File: config.mk
export PLATFORM = sky130hd
export DESIGN_NAME = cpu_serial_frontend_flat
export DESIGN_NICKNAME = d
export VERILOG_FILES = /design/src/rtl/cpu_serial_frontend_pkg.sv /design/src/rtl/cpu_serial_frontend_if.sv /design/src/rtl/cpu_serial_frontend_shift_reg.sv /design/src/rtl/cpu_serial_frontend.sv /design/src/flat_wrapper.sv
export SDC_FILE = /design/constraint.sdc
export NUM_CORES = 1
export LEC_CHECK = 0
export ABC_AREA = 1
export BUFFER_PORTS_ARGS = -buffer_cell sky130_fd_sc_hd__buf_4
export CELL_PAD_IN_SITES_DETAIL_PLACEMENT = 0
export CELL_PAD_IN_SITES_GLOBAL_PLACEMENT = 1
export CORE_ASPECT_RATIO = 0.75
export CORE_MARGIN = 2
export CORE_UTILIZATION = 35
export DETAILED_ROUTE_END_ITERATION = 8
export GPL_TIMING_DRIVEN = 0
export PLACE_DENSITY = 0.72
export SLEW_MARGIN = 20
export SYNTH_ARGS = -nofsm -noshare
export SYNTH_HDL_FRONTEND = slang
export SYNTH_SLANG_ARGS = --single-unit
File: constraint.sdc
create_clock -name clk -period 3.49 [get_ports clk]
set_clock_uncertainty 0.05 [all_clocks]
set_input_delay 0.1745 -clock clk [delete_from_list [all_inputs] [get_ports clk]]
set_output_delay 0.1745 -clock clk [all_outputs]
set_load 0.02 [all_outputs]
File: src/rtl/cpu_serial_frontend_pkg.sv
// -----------------------------------------------------------------------------
// cpu_serial_frontend_pkg
// Shared definitions for the serial command front end. The state encodings are
// localparams so any debug mux that selects on state_o decodes the same values
// the FSM produces.
// -----------------------------------------------------------------------------
package cpu_serial_frontend_pkg;

  localparam int STATE_W = 3;

  localparam logic [STATE_W-1:0] S_IDLE      = 3'd0;
  localparam logic [STATE_W-1:0] S_LOAD_A    = 3'd1;
  localparam logic [STATE_W-1:0] S_LOAD_B    = 3'd2;
  localparam logic [STATE_W-1:0] S_LOAD_OP   = 3'd3;
  localparam logic [STATE_W-1:0] S_ISSUE     = 3'd4;
  localparam logic [STATE_W-1:0] S_WAIT_RES  = 3'd5;
  localparam logic [STATE_W-1:0] S_SHIFT_OUT = 3'd6;
  localparam logic [STATE_W-1:0] S_DONE      = 3'd7;

  typedef enum logic [STATE_W-1:0] {
    IDLE      = S_IDLE,
    LOAD_A    = S_LOAD_A,
    LOAD_B    = S_LOAD_B,
    LOAD_OP   = S_LOAD_OP,
    ISSUE     = S_ISSUE,
    WAIT_RES  = S_WAIT_RES,
    SHIFT_OUT = S_SHIFT_OUT,
    DONE      = S_DONE
  } state_e;

endpackage

File: src/rtl/cpu_serial_frontend_if.sv
// -----------------------------------------------------------------------------
// cpu_serial_frontend_if
// Issue/result bus between the serial front end and the ALU/regfile datapath.
//   a_o, b_o, op_o   operands and opcode toward the datapath
//   issue_valid_o    operands/opcode valid
//   issue_ready_i    datapath accepts the issue
//   res_valid_i      datapath result valid
//   res_i, flags_i   datapath result and flags
// master: the front end.  slave: the datapath.
// -----------------------------------------------------------------------------
interface cpu_serial_frontend_if #(
  parameter int DATA_W = 8,
  parameter int OP_W   = 4,
  parameter int FLAG_W = 4
);
  logic [DATA_W-1:0] a_o;
  logic [DATA_W-1:0] b_o;
  logic [OP_W-1:0]   op_o;
  logic              issue_valid_o;
  logic              issue_ready_i;
  logic              res_valid_i;
  logic [DATA_W-1:0] res_i;
  logic [FLAG_W-1:0] flags_i;

  modport master (
    output a_o, b_o, op_o, issue_valid_o,
    input  issue_ready_i, res_valid_i, res_i, flags_i
  );

  modport slave (
    input  a_o, b_o, op_o, issue_valid_o,
    output issue_ready_i, res_valid_i, res_i, flags_i
  );
endinterface

File: src/rtl/cpu_serial_frontend_shift_reg.sv
// -----------------------------------------------------------------------------
// cpu_shift_reg
// Parametrised shift register, shifting toward the MSB.
//   clk, rst   clock, asynchronous active-high reset (clears to zero)
//   load       parallel load of load_val (wins over shift_en)
//   shift_en   shift left by one, ser_in entering at the LSB
//   q          register contents
//   ser_out    current MSB (serial output, MSB first)
// -----------------------------------------------------------------------------
module cpu_shift_reg #(
  parameter int WIDTH = 8
) (
  input  logic             clk,
  input  logic             rst,
  input  logic             load,
  input  logic [WIDTH-1:0] load_val,
  input  logic             shift_en,
  input  logic             ser_in,
  output logic [WIDTH-1:0] q,
  output logic             ser_out
);

  logic [WIDTH-1:0] shifted;

  generate
    if (WIDTH == 1) begin : g_single
      assign shifted = ser_in;
    end else begin : g_multi
      assign shifted = {q[WIDTH-2:0], ser_in};
    end
  endgenerate

  // NOTE: clocked state uses non-blocking (<=) so every flop samples the
  // pre-edge values of its neighbours, independent of block ordering.
  always_ff @(posedge clk or posedge rst) begin
    if (rst)           q <= '0;
    else if (load)     q <= load_val;
    else if (shift_en) q <= shifted;
  end

  assign ser_out = q[WIDTH-1];

endmodule

File: src/rtl/cpu_serial_frontend.sv
// -----------------------------------------------------------------------------
// cpu_serial_frontend
// Deserialises a frame (A, B, opcode; MSB first) from ser_i, issues it to the
// datapath over a valid/ready handshake, captures the result and flags,
// optionally shifts the result out on ser_o, then pulses done_o.
//   clk, rst        clock, asynchronous active-high reset
//   start_i         begins a frame when sampled high in IDLE
//   abort_i         returns to IDLE from any state, no done_o
//   ser_i           serial frame input
//   bus (master)    issue/result handshake toward the datapath
//   result_o/flags_o last captured result and flags
//   ser_o/ser_valid_o serial result (MSB first) and qualifier
//   busy_o          high outside IDLE
//   done_o          one-cycle completion pulse
//   state_o         current state encoding (debug)
// OP_W must not exceed DATA_W: one bit counter serves all phases.
// -----------------------------------------------------------------------------
import cpu_serial_frontend_pkg::*;

module cpu_serial_frontend #(
  parameter int DATA_W     = 8,
  parameter int OP_W       = 4,
  parameter int FLAG_W     = 4,
  parameter int OUT_SERIAL = 1
) (
  input  logic                 clk,
  input  logic                 rst,
  input  logic                 start_i,
  input  logic                 abort_i,
  input  logic                 ser_i,
  cpu_serial_frontend_if.master bus,
  output logic [DATA_W-1:0]    result_o,
  output logic [FLAG_W-1:0]    flags_o,
  output logic                 ser_o,
  output logic                 ser_valid_o,
  output logic                 busy_o,
  output logic                 done_o,
  output logic [STATE_W-1:0]   state_o
);

  localparam int     CNT_W     = $clog2(DATA_W);
  localparam state_e AFTER_CAP = (OUT_SERIAL != 0) ? SHIFT_OUT : DONE;

  state_e           state, state_n;
  logic [CNT_W-1:0] cnt;
  logic             issue_valid;
  logic             last_data, last_op, counting, capture;
  logic             a_ser_unused, b_ser_unused, op_ser_unused;
  logic [DATA_W-1:0] out_q_unused;

  assign last_data = (cnt == CNT_W'(DATA_W - 1));
  assign last_op   = (cnt == CNT_W'(OP_W - 1));
  assign counting  = state inside {LOAD_A, LOAD_B, LOAD_OP, SHIFT_OUT};

  // issue_valid_o is high exactly while in ISSUE, so the handshake is the
  // state qualified by ready. A same-edge res_valid_i captures immediately.
  assign capture = !abort_i && bus.res_valid_i &&
                   ((state == ISSUE && bus.issue_ready_i) || state == WAIT_RES);

  // NOTE: state_n gets a default before the case so no path leaves it
  // unassigned, which would otherwise infer a latch.
  always_comb begin
    state_n = state;
    if (abort_i) begin
      state_n = IDLE;
    end else begin
      case (state)
        IDLE:      if (start_i)           state_n = LOAD_A;
        LOAD_A:    if (last_data)         state_n = LOAD_B;
        LOAD_B:    if (last_data)         state_n = LOAD_OP;
        LOAD_OP:   if (last_op)           state_n = ISSUE;
        ISSUE:     if (bus.issue_ready_i) state_n = bus.res_valid_i ? AFTER_CAP : WAIT_RES;
        WAIT_RES:  if (bus.res_valid_i)   state_n = AFTER_CAP;
        SHIFT_OUT: if (last_data)         state_n = DONE;
        DONE:                             state_n = IDLE;
        default:                          state_n = IDLE;
      endcase
    end
  end

  // Outputs are registered copies of the next state, so they line up with
  // state_o and never depend combinationally on an input.
  always_ff @(posedge clk or posedge rst) begin
    if (rst) begin
      state       <= IDLE;
      cnt         <= '0;
      result_o    <= '0;
      flags_o     <= '0;
      issue_valid <= 1'b0;
      ser_valid_o <= 1'b0;
      busy_o      <= 1'b0;
      done_o      <= 1'b0;
    end else begin
      state <= state_n;
      if (state_n != state) cnt <= '0;
      else if (counting)    cnt <= cnt + CNT_W'(1);
      if (capture) begin
        result_o <= bus.res_i;
        flags_o  <= bus.flags_i;
      end
      issue_valid <= (state_n == ISSUE);
      ser_valid_o <= (state_n == SHIFT_OUT);
      busy_o      <= (state_n != IDLE);
      done_o      <= (state_n == DONE);
    end
  end

  assign bus.issue_valid_o = issue_valid;
  assign state_o           = state;

  // Operand registers hold their partial contents on abort: no shift that edge.
  cpu_shift_reg #(.WIDTH(DATA_W)) u_a (
    .clk(clk), .rst(rst), .load(1'b0), .load_val('0),
    .shift_en(state == LOAD_A && !abort_i), .ser_in(ser_i),
    .q(bus.a_o), .ser_out(a_ser_unused)
  );

  cpu_shift_reg #(.WIDTH(DATA_W)) u_b (
    .clk(clk), .rst(rst), .load(1'b0), .load_val('0),
    .shift_en(state == LOAD_B && !abort_i), .ser_in(ser_i),
    .q(bus.b_o), .ser_out(b_ser_unused)
  );

  cpu_shift_reg #(.WIDTH(OP_W)) u_op (
    .clk(clk), .rst(rst), .load(1'b0), .load_val('0),
    .shift_en(state == LOAD_OP && !abort_i), .ser_in(ser_i),
    .q(bus.op_o), .ser_out(op_ser_unused)
  );

  // Loaded on the capture edge so the MSB is on ser_o the very next cycle.
  cpu_shift_reg #(.WIDTH(DATA_W)) u_out (
    .clk(clk), .rst(rst), .load(capture && (OUT_SERIAL != 0)), .load_val(bus.res_i),
    .shift_en(state == SHIFT_OUT && !abort_i), .ser_in(1'b0),
    .q(out_q_unused), .ser_out(ser_o)
  );

endmodule

File: src/flat_wrapper.sv
// flat-port wrapper written by rule: the top's interface ports become plain ports
module cpu_serial_frontend_flat 
#(
  parameter int DATA_W     = 8,
  parameter int OP_W       = 4,
  parameter int FLAG_W     = 4,
  parameter int OUT_SERIAL = 1
)
  (clk, rst, start_i, abort_i, ser_i, result_o, flags_o, ser_o, ser_valid_o, busy_o, done_o, state_o, bus_a_o, bus_b_o, bus_op_o, bus_issue_valid_o, bus_issue_ready_i, bus_res_valid_i, bus_res_i, bus_flags_i);
  cpu_serial_frontend_if #(.DATA_W(DATA_W), .OP_W(OP_W), .FLAG_W(FLAG_W)) bus_i ();
  input  logic clk;
  input  logic rst;
  input  logic start_i;
  input  logic abort_i;
  input  logic ser_i;
  output logic [DATA_W-1:0] result_o;
  output logic [FLAG_W-1:0] flags_o;
  output logic ser_o;
  output logic ser_valid_o;
  output logic busy_o;
  output logic done_o;
  output logic [STATE_W-1:0] state_o;
  output wire logic [$bits(bus_i.a_o)-1:0] bus_a_o;
  output wire logic [$bits(bus_i.b_o)-1:0] bus_b_o;
  output wire logic [$bits(bus_i.op_o)-1:0] bus_op_o;
  output wire logic [$bits(bus_i.issue_valid_o)-1:0] bus_issue_valid_o;
  input wire logic [$bits(bus_i.issue_ready_i)-1:0] bus_issue_ready_i;
  input wire logic [$bits(bus_i.res_valid_i)-1:0] bus_res_valid_i;
  input wire logic [$bits(bus_i.res_i)-1:0] bus_res_i;
  input wire logic [$bits(bus_i.flags_i)-1:0] bus_flags_i;
  assign bus_a_o = bus_i.a_o;
  assign bus_b_o = bus_i.b_o;
  assign bus_op_o = bus_i.op_o;
  assign bus_issue_valid_o = bus_i.issue_valid_o;
  assign bus_i.issue_ready_i = bus_issue_ready_i;
  assign bus_i.res_valid_i = bus_res_valid_i;
  assign bus_i.res_i = bus_res_i;
  assign bus_i.flags_i = bus_flags_i;
  cpu_serial_frontend #(.DATA_W(DATA_W), .OP_W(OP_W), .FLAG_W(FLAG_W), .OUT_SERIAL(OUT_SERIAL)) u_core (.clk(clk), .rst(rst), .start_i(start_i), .abort_i(abort_i), .ser_i(ser_i), .bus(bus_i), .result_o(result_o), .flags_o(flags_o), .ser_o(ser_o), .ser_valid_o(ser_valid_o), .busy_o(busy_o), .done_o(done_o), .state_o(state_o));
endmodule
# --- Word-level counts from Yosys, hierarchy flattened ---
# Index checks and enable logic that the tools add are counted.
totals:
  ff_bits: 50
  input_bits: 19
  elab_cells: 54
  out_inout_bits: 40
op_classes:
  n_mux: 14
  n_reduce_logical: 14
  eq_ne: 13
  addsub: 1
op_table:
  columns: ["cell", "count"]
  rows:
  - ["two-way mux 3 bit", 10]
  - ["== test 3 bit (second input constant)", 8]
  - ["case mux 3 bit (8 select lines)", 1]
  - ["two-way mux 8 bit", 2]
  - ["== test 3 x 2 -> 1 bit (second input constant)", 3]
  - ["logical AND 1 bit", 7]
  - ["nonzero test 2 bit", 2]
  - ["nonzero test 4 bit", 1]
  - ["adder 3 x 1 -> 3 bit (second input constant)", 1]
  - ["== test 3 x 1 -> 1 bit (second input constant)", 1]
  - ["logical NOT 3 bit", 1]
  - ["inequality test 3 bit", 1]
  - ["nonzero test 3 bit", 1]
  - ["two-way mux 2 bit", 1]
  - ["logical NOT 1 bit", 1]
  - ["logical OR 1 bit", 1]

# --- Longest topological paths before layout ---
# Gate-level depths: netlist of the first run.
logic_depth:
  depth_word: 6
  ltp_mapped: 10
  mapped_depth_nobuf: 10

# --- By module ---
# A second synthesis of the first run with hierarchy kept.
hier_totals:
  hier_cells: 303
  hier_area_um2: 2462.4
modules_own_cells:
  columns: ["mod", "instances", "seq_area_each_um2", "area_per_inst_um2", "cells_each"]
  rows:
  - ["cpu_shift_reg (u_core.u_a ...)", 3, 200.2, 385.4, 46]
  - ["cpu_serial_frontend", 1, 550.5, 1117.3, 141]
  - ["cpu_shift_reg (u_core.u_op)", 1, 100.1, 188.9, 24]

# --- Worst setup path after synthesis of the first run ---
# OpenSTA, ideal clock, no wires.
synth_timing:
  kind: "register to register"
  from: "register u_core.cnt[0]"
  to: "register u_core.cnt[0]"
  arrival_ps: 1428
  setup_slack_ps: 1926
  path_stages_with_launch: 10
  synth_period_minus_slack_ps: 1564
  setup_time_ps: 86
  t_required_ps: 3354
  path_buffers: 0
  cell_sequence: "dfrtp_1 -> ha_1 -> ha_1 -> nor2_1 -> a21oi_1 -> nand3_1 -> nand2_1 -> nand2_1 -> nand2_1 -> nor3_1"
synth_via:
  elab_chain_cells: 6
  elab_cells_between_ends: 13
  classes_between: "add/sub: 1; eq/ne: 3; mux: 8; reduce/logical: 1"
synth_rtl:
  columns: ["item", "line_no", "text"]
  rows:
  - ["start, declared", "cpu_serial_frontend.sv:45", "logic [CNT_W-1:0] cnt;"]
  - ["start signal, assigned", "cpu_serial_frontend.sv:96", "else if (counting) cnt <= cnt + CNT_W'(1);"]
  - ["== test 3 bit / == test 3 x 2 -> 1 bit (equally long branches)", "cpu_serial_frontend.sv:51, cpu_serial_frontend.sv:52", null]
  - ["two-way mux 3 bit, on equally long branches", null, null]
  - ["case mux 3 bit (8 select lines)", "cpu_serial_frontend.sv:67", "case (state)"]
  - ["two-way mux 3 bit", "cpu_serial_frontend.sv:64", "if (abort_i) begin"]
  - ["inequality test 3 bit", "cpu_serial_frontend.sv:95", "if (state_n != state) cnt <= '0;"]
  - ["two-way mux 3 bit / nonzero test 2 bit (equally long branches)", null, null]
# Parallel ways exist; a longest one is shown, timed or not. The select of a mux whose other input is x is not followed.
# A chain may end at the register's enable or synchronous reset.

# --- Worst setup path in the final report of the first run ---
layout_timing:
  from: "register u_core.cnt[0]"
  to: "register u_core.cnt[2]"
# The elaborated chain is that of the path after synthesis.

==> results of run 1 <==
## synthesized netlist by cell type (all sizes together)
master,instances
dfrtp,50
nand2,68
mux2i,1
ha,3
inv,47
nand4,1
o21ai,28
xnor2,1
nor3,4
nand3,11
nand3b,1
mux2,3
nor2,24
a21oi,9
buf,7
## layer usage
layer	part of all wire [%]	global-route usage (%)	wire length (microns)
met5	0	0	0
met4	1.1	4.29	52
met3	6.9	4.65	325
met2	38	20.8	1800
met1	54	21.8	2540
## worst register-to-register path, stage by stage (launching register included)
cell and delay (ns):
dfrtp_1 0.40, ha_1 0.22, ha_1 0.22, nor2_1 0.14, a21oi_1 0.08, nand3_1 0.09
nand2_1 0.11, nand2_1 0.08, nand2_1 0.08, nor3_1 0.18
## per-stage QoR
stage | total power [mW] | cell area (sq um) | hold WS [ns] | cells
floorplan | 0.841 | 2230 | 0.234 | 258
global placement | 0.961 | 2770 | 0.319 | 397
detailed placement | 0.966 | 2790 | 0.205 | 398
CTS | 1.34 | 2900 | 0.00526 | 407
global route | 1.40 | 2900 | 0.000702 | 407
finish | 1.32 | 2900 | 0.0119 | 407
## final timing paths
check	from	to	slack, ns
min in group asynchronous	rst	u_core.result_o[4]	0.42
max reg2reg	u_core.cnt[0]	u_core.cnt[2]	1.76
min	bus_flags_i[3]	u_core.flags_o[3]	0.01
max	u_core.cnt[0]	u_core.cnt[2]	1.76
min reg2reg	u_core.u_out.q[0]	u_core.u_out.q[0]	0.43
max in group asynchronous	rst	u_core.u_a.q[0]	2.45
## logic make-up (layout without fill, tap and decap cells)
group           Yosys count  in the layout  share of synthesized area (%)
simple gates            109            109                           21.1
buf+inv                  54            122                           10.1
flops                    50             50                           56.1
compound gates           37             37                           8.64
mux                       4              4                           1.96
fa+ha+maj                 3              3                           1.68
xor+xnor                  1              1                          0.393
## flip-flops by register name, indices dropped and copies added (netlist names)
name and flops:
u_core.done_o 1, u_core.u_a.q 8, u_core.u_op.q 4, u_core.busy_o 1, u_core.bus.issue_valid_o 1, u_core.ser_valid_o 1, u_core.u_out.q 8, u_core.cnt 3
u_core.u_b.q 8, u_core.flags_o 4, u_core.result_o 8, u_core.state_o 3
## where the power goes
| part | leakage, nW | switching [mW] | internal (mW) |
|---|---|---|---|
| combinational | 0.961 | 0.153 | 0.124 |
| clock | 0.0544 | 0.189 | 0.182 |
| sequential | 0.659 | 0.0391 | 0.636 |
## area by class of cell
type                    instances  area, sq um  share of cell area (%)
plain buffers                   7         48.8                    1.68
clock buffers                   7         96.3                    3.32
clock inverters                 1         8.76                   0.302
inverters                      47          176                    6.08
multi-input cells             154          754                    26.0
flip-flops and latches         50         1250                    43.1
well taps                      81          101                    3.49
repair buffers                 60          465                    16.0
## cell usage in the layout, fill, tap and decap left out, drive strengths merged
cell / count
dfrtp: 50
o21ai: 28
xnor2: 1
nor2: 24
nand3b: 1
mux2i: 1
buf: 66
a21oi: 9
clkbuf: 7
dlygate4sd3: 1
ha: 3
nor3: 4
mux2: 3
nand3: 11
clkinv: 1
nand2: 68
inv: 47
nand4: 1
==> impl_metrics.yaml, run 1 <==
finish:
  drive_gt1_share_pct: 27.3
  post_route_core_utilization_pct: 46.6
  fillerInstances: 628
  flow.area_growth_from_synthesis_pct: 30.1
  num_antenna_cells: 0
  final_net_count: 347
placed_design:
  port_buffers: 58
  detailed_place_hpwl_microns: 3610
  dp_worst_setup_slack_ns: 1.77
  globalplace.congestion: 0.751
grt:
  antenna_violations_before_repair: 0
  grt_start_max_net_pins: 28
  first_pass_grt_wire_length_microns: 7890
  global_route.overflow_total: 0
  vias_in_the_first_global_route: 1671
  groute.usage.overall_pct: 14.8
flow_run:
  maxCapViolations: 0
setup_path:
  cp-start-kind: "register"
  crit_cells: 9
  rr_worst_depth: 9
  path_max_fanout: 3
  endpoint_kind: "register"
  path_cells: "ha_1 > ha_1 > nor2_1 > a21oi_1 > nand3_1 > nand2_1 > nand2_1 > nand2_1 > nor3_1"
  worst-path-buf-inv: 0
  slowest_stage: "dfrtp_1"
  max_stage_delay_ns: 0.40
  worst_path_most_repeated_cell: "nand2_1"
  timing_worst_setup_path_type: "reg2reg"
  worst-endpoint-arrival_ns: 1.91
  cp_data_required_time_ns: 3.66
  family_with_the_most_delay_on_the_worst_path: "simple AND/OR/NAND/NOR gates"
sta:
  max_freq_mhz: 576
  period_share_pct: 49.7
  worst_slew_pin_slew_ns: 0.522
  timing.final.ws_setup_ns: 1.76
  tightest_slew_margin_relative_to_the_limit_pct: 65.2
  setup-violations-final: 0
  report.final.hold_viol_count: 0
  drv_slew: 0
  setup_total_negative_slack_ns: 0
  final.min_clock_period_ns: 1.73
  rsz0062_at_grt: "false"
logic_synthesis:
  synth_seq_cells: 50
  register_area_share_after_synthesis_pct: 56.1
  post_synth_inst_count: 258
  syn-num-nets: 280
  yosys_warnings: 0
  post_synth.cell_area_avg_sq_um: 8.65
  synthDistinctLibCells: 23
  synth_top_cells_by_area: "dfrtp_1 (56%), nand2_1 (11%), inv_1 (7.4%)"
  synth_top_area_share_pct: 56.1
  syn-cell-area_sq_mm: 0.00223
  synth_top_cell_by_area: "dfrtp_1"
drt:
  dr.first_iter.drc_count: 97
  drt_pre_antenna_iters: 4
  detail_route.drc_violations: 0
  drt_wl_total_microns: 4720
  routed-via-count: 1823
  avgRoutedWirePerCell_microns: 11.6
  post_route_antenna_net_violation_count: 0
  via_per_inst: 4.48
run_status:
  run_status: "finished clean"
floorplan:
  row_count: 25
  top_level_ports: 59
  die-area_sq_mm: 0.00703
  core_sq_mm: 0.00622
  floorplan_die_height_microns: 73.1
  floorplan.initialDensity_pct: 35.8
  die_x_microns: 96.2
cts:
  clkTransAtPathRegs_ns: 0.09
  cts_inserted_buffers: 5
  htree_levels: 2
  clkLatencyLatePin_ns: 0.30
  cts-root-to-sink-buffers: 2
  tritoncts: "built"
  cts.root.buffer_cell: "clkbuf_8"
  cts_resized: 0
  holdBufCountCts: 1
  post_cts_buffers: 0
  cts.sinks: 50
pwr:
  peakVddDrop_uv: 176
  power.density_mw_per_mm2: 455
  power.static_leakage_nw: 1.67
min_path:
  worstHoldPathCells: 3
  hp-class: "in2reg"
No activity file was read; power rests on OpenSTA's default activity.
==> inputs of run 2 (changes only) <==
--- a/config.mk
+++ b/config.mk
@@ -11,10 +11,10 @@
 export CELL_PAD_IN_SITES_GLOBAL_PLACEMENT = 1
 export CORE_ASPECT_RATIO = 0.75
 export CORE_MARGIN = 2
-export CORE_UTILIZATION = 35
+export CORE_UTILIZATION = 34
 export DETAILED_ROUTE_END_ITERATION = 8
 export GPL_TIMING_DRIVEN = 0
-export PLACE_DENSITY = 0.72
+export PLACE_DENSITY = 0.73
 export SLEW_MARGIN = 20
 export SYNTH_ARGS = -nofsm -noshare
 export SYNTH_HDL_FRONTEND = slang
==> constraint.sdc (replaced) <==
create_clock -name clk -period 1.4 [get_ports clk]
set_clock_uncertainty 0.05 [all_clocks]
set_input_delay 0.07 -clock clk [delete_from_list [all_inputs] [get_ports clk]]
set_output_delay 0.07 -clock clk [all_outputs]
set_load 0.02 [all_outputs]
==> impl_metrics.yaml, run 2 (same netlist as run 1, synthesis figures left out) <==
run_status:
  run_status: "finished with violations"
  failing_checks: "negative setup slack"
finish:
  final_area_sq_mm: 0.00341
  flow.area_growth_from_synthesis_pct: 52.8
  post_route_core_utilization_pct: 53.9
  layout_common_cells: "buf_4 (78), nand2_1 (53), dfrtp_1 (47)"
  final_net_count: 376
  drive_gt1_share_pct: 43.1
  layoutNonFillerInstCount: 436
  num_antenna_cells: 0
  layout_commonest_cell: "buf_4"
grt:
  vias_in_the_first_global_route: 1827
  grt_start_max_net_pins: 34
  antenna_violations_before_repair: 0
  groute.usage.overall_pct: 15.6
  first_pass_grt_wire_length_microns: 8980
  global_route.overflow_total: 0
sta:
  timing.final.ws_setup_ns: -0.181
  report.final.hold_viol_count: 0
  rsz0062_at_grt: "true"
  max_freq_mhz: 632
  drv_slew: 0
  holdWs_ns: 0.0457
  final.min_clock_period_ns: 1.58
  setup_total_negative_slack_ns: -2.12
  tightest_slew_margin_relative_to_the_limit_pct: 73.8
  setup-violations-final: 33
  period_share_pct: 113
  worst_slew_pin_slew_ns: 0.393
pwr:
  netSwitchingPower_mw: 0.995
  power.density_mw_per_mm2: 974
  share_seq_of_total_power_pct: 51.4
  p_sw_share_pct: 30.0
  p_int_mw: 2.32
  comb_power_share_pct: 24.6
  peakVddDrop_uv: 580
  power.static_leakage_nw: 1.85
  clock_power_share_pct: 24.0
cts:
  cts-root-to-sink-buffers: 2
  cts_inserted_buffers: 5
  htree_levels: 2
  clkLatencyLatePin_ns: 0.29
  cts.root.buffer_cell: "clkbuf_8"
  clkTransAtPathRegs_ns: 0.08
  cts.sinks: 50
  tritoncts: "built"
drt:
  avgRoutedWirePerCell_microns: 12.4
  drt_pre_antenna_iters: 4
  routed-via-count: 1968
  dr.first_iter.drc_count: 75
  detail_route.drc_violations: 0
  drt_wl_total_microns: 5430
  via_per_inst: 4.51
  post_route_antenna_net_violation_count: 0
floorplan:
  die_x_microns: 97.5
  die-area_sq_mm: 0.00723
  floorplan.initialDensity_pct: 35.3
  core_sq_mm: 0.00632
  top_level_ports: 59
  floorplan_die_height_microns: 74.2
  row_count: 25
placed_design:
  port_buffers: 58
  place_inst: 398
  globalplace.congestion: 0.838
  dpl-instance-area_sq_mm: 0.00281
  detailed_place_hpwl_microns: 3630
setup_path:
  path_max_fanout: 3
  cp_data_required_time_ns: 1.57
  cp-start-kind: "register"
  rr_worst_depth: 8
  crit_path_end: "u_core.cnt[0]"
  worst-endpoint-arrival_ns: 1.75
  r2r_end: "u_core.cnt[0]"
  timing_worst_setup_path_type: "reg2reg"
  endpoint_kind: "register"
  crit-reg2reg-launch: "u_core.cnt[1]"
  regToRegSetupSlack_ns: -0.18
  worstSetupStartpoint: "u_core.cnt[1]"
min_path:
  hp-class: "in2reg"
  worstHoldPathCells: 5
flow_run:
  maxCapViolations: 0
run 2: per-stage QoR:
stage | setup WS [ns] | power [mW]
after detailed placement | -0.199 | 2.42
after CTS | -0.163 | 3.31
after global placement | -0.785 | 2.40
after floorplan | -0.0629 | 2.10
final | -0.181 | 3.32
after global routing | -0.276 | 3.50
run 2: power groups by stage:
| stage | registers, mW | logic (mW) | clock network (mW) |
|---|---|---|---|
| floorplan | 1.84 | 0.266 | 0 |
| global placement | 1.71 | 0.687 | 0 |
| detailed placement | 1.72 | 0.707 | 0 |
| CTS | 1.70 | 0.778 | 0.835 |
| global route | 1.73 | 0.890 | 0.879 |
| finish | 1.71 | 0.815 | 0.798 |
run 2: worst max-delay path, cell delays in order, from the launching register on:
cell and delay [ns]:
dfrtp_1 0.42, ha_4 0.20, ha_4 0.16, nand3b_1 0.16
nand2_2 0.11, o21ai_4 0.08, nand2_2 0.08, nand3_4 0.09
nor3_2 0.17
run 2: cell type report:
type | instances | area [sq um]
multi-input combinational | 154 | 992
tap | 81 | 101
timing repair buffer | 89 | 727
sequential | 50 | 1250
inverter | 47 | 189
fill | 622 | 2910
clock buffer | 8 | 80.1
buffer | 7 | 63.8
run 2: routing by layer:
metal  up-vias  wire, microns  track usage [%]  part of all wire [%]
met3         7            328             4.23                   6.0
li1        990              -                -                     -
met4         0             69             3.24                   1.3
met1       922           2600             22.7                    48
met5         -              0                0                     0
met2        49           2430             23.8                    45
run 2: worst min path at each step:
stage / startpoint / end / slack (ns)
final: bus_res_i[5] / u_core.result_o[5] / 0.05
after CTS: bus_res_i[5] / u_core.result_o[5] / 0.04
after global placement: bus_flags_i[2] / u_core.flags_o[2] / 0.21
after detailed placement: rst / u_core.u_a.q[7] / 0.04
after global routing: bus_res_i[3] / u_core.result_o[3] / 0.05
after floorplan: bus_flags_i[0] / u_core.flags_o[0] / 0.13
run 2: timing repair:
| item | CTS | global route |
|---|---|---|
| endpoints found under the hold margin | 24 | 0 |
| gates resized for setup | 26 | 52 |
| endpoints found under the setup margin | 42 | 46 |
| cloned | 1 | 2 |
| hold buffers | 7 | 0 |
| setup buffers | 10 | 10 |
| pin swaps | 13 | 10 |
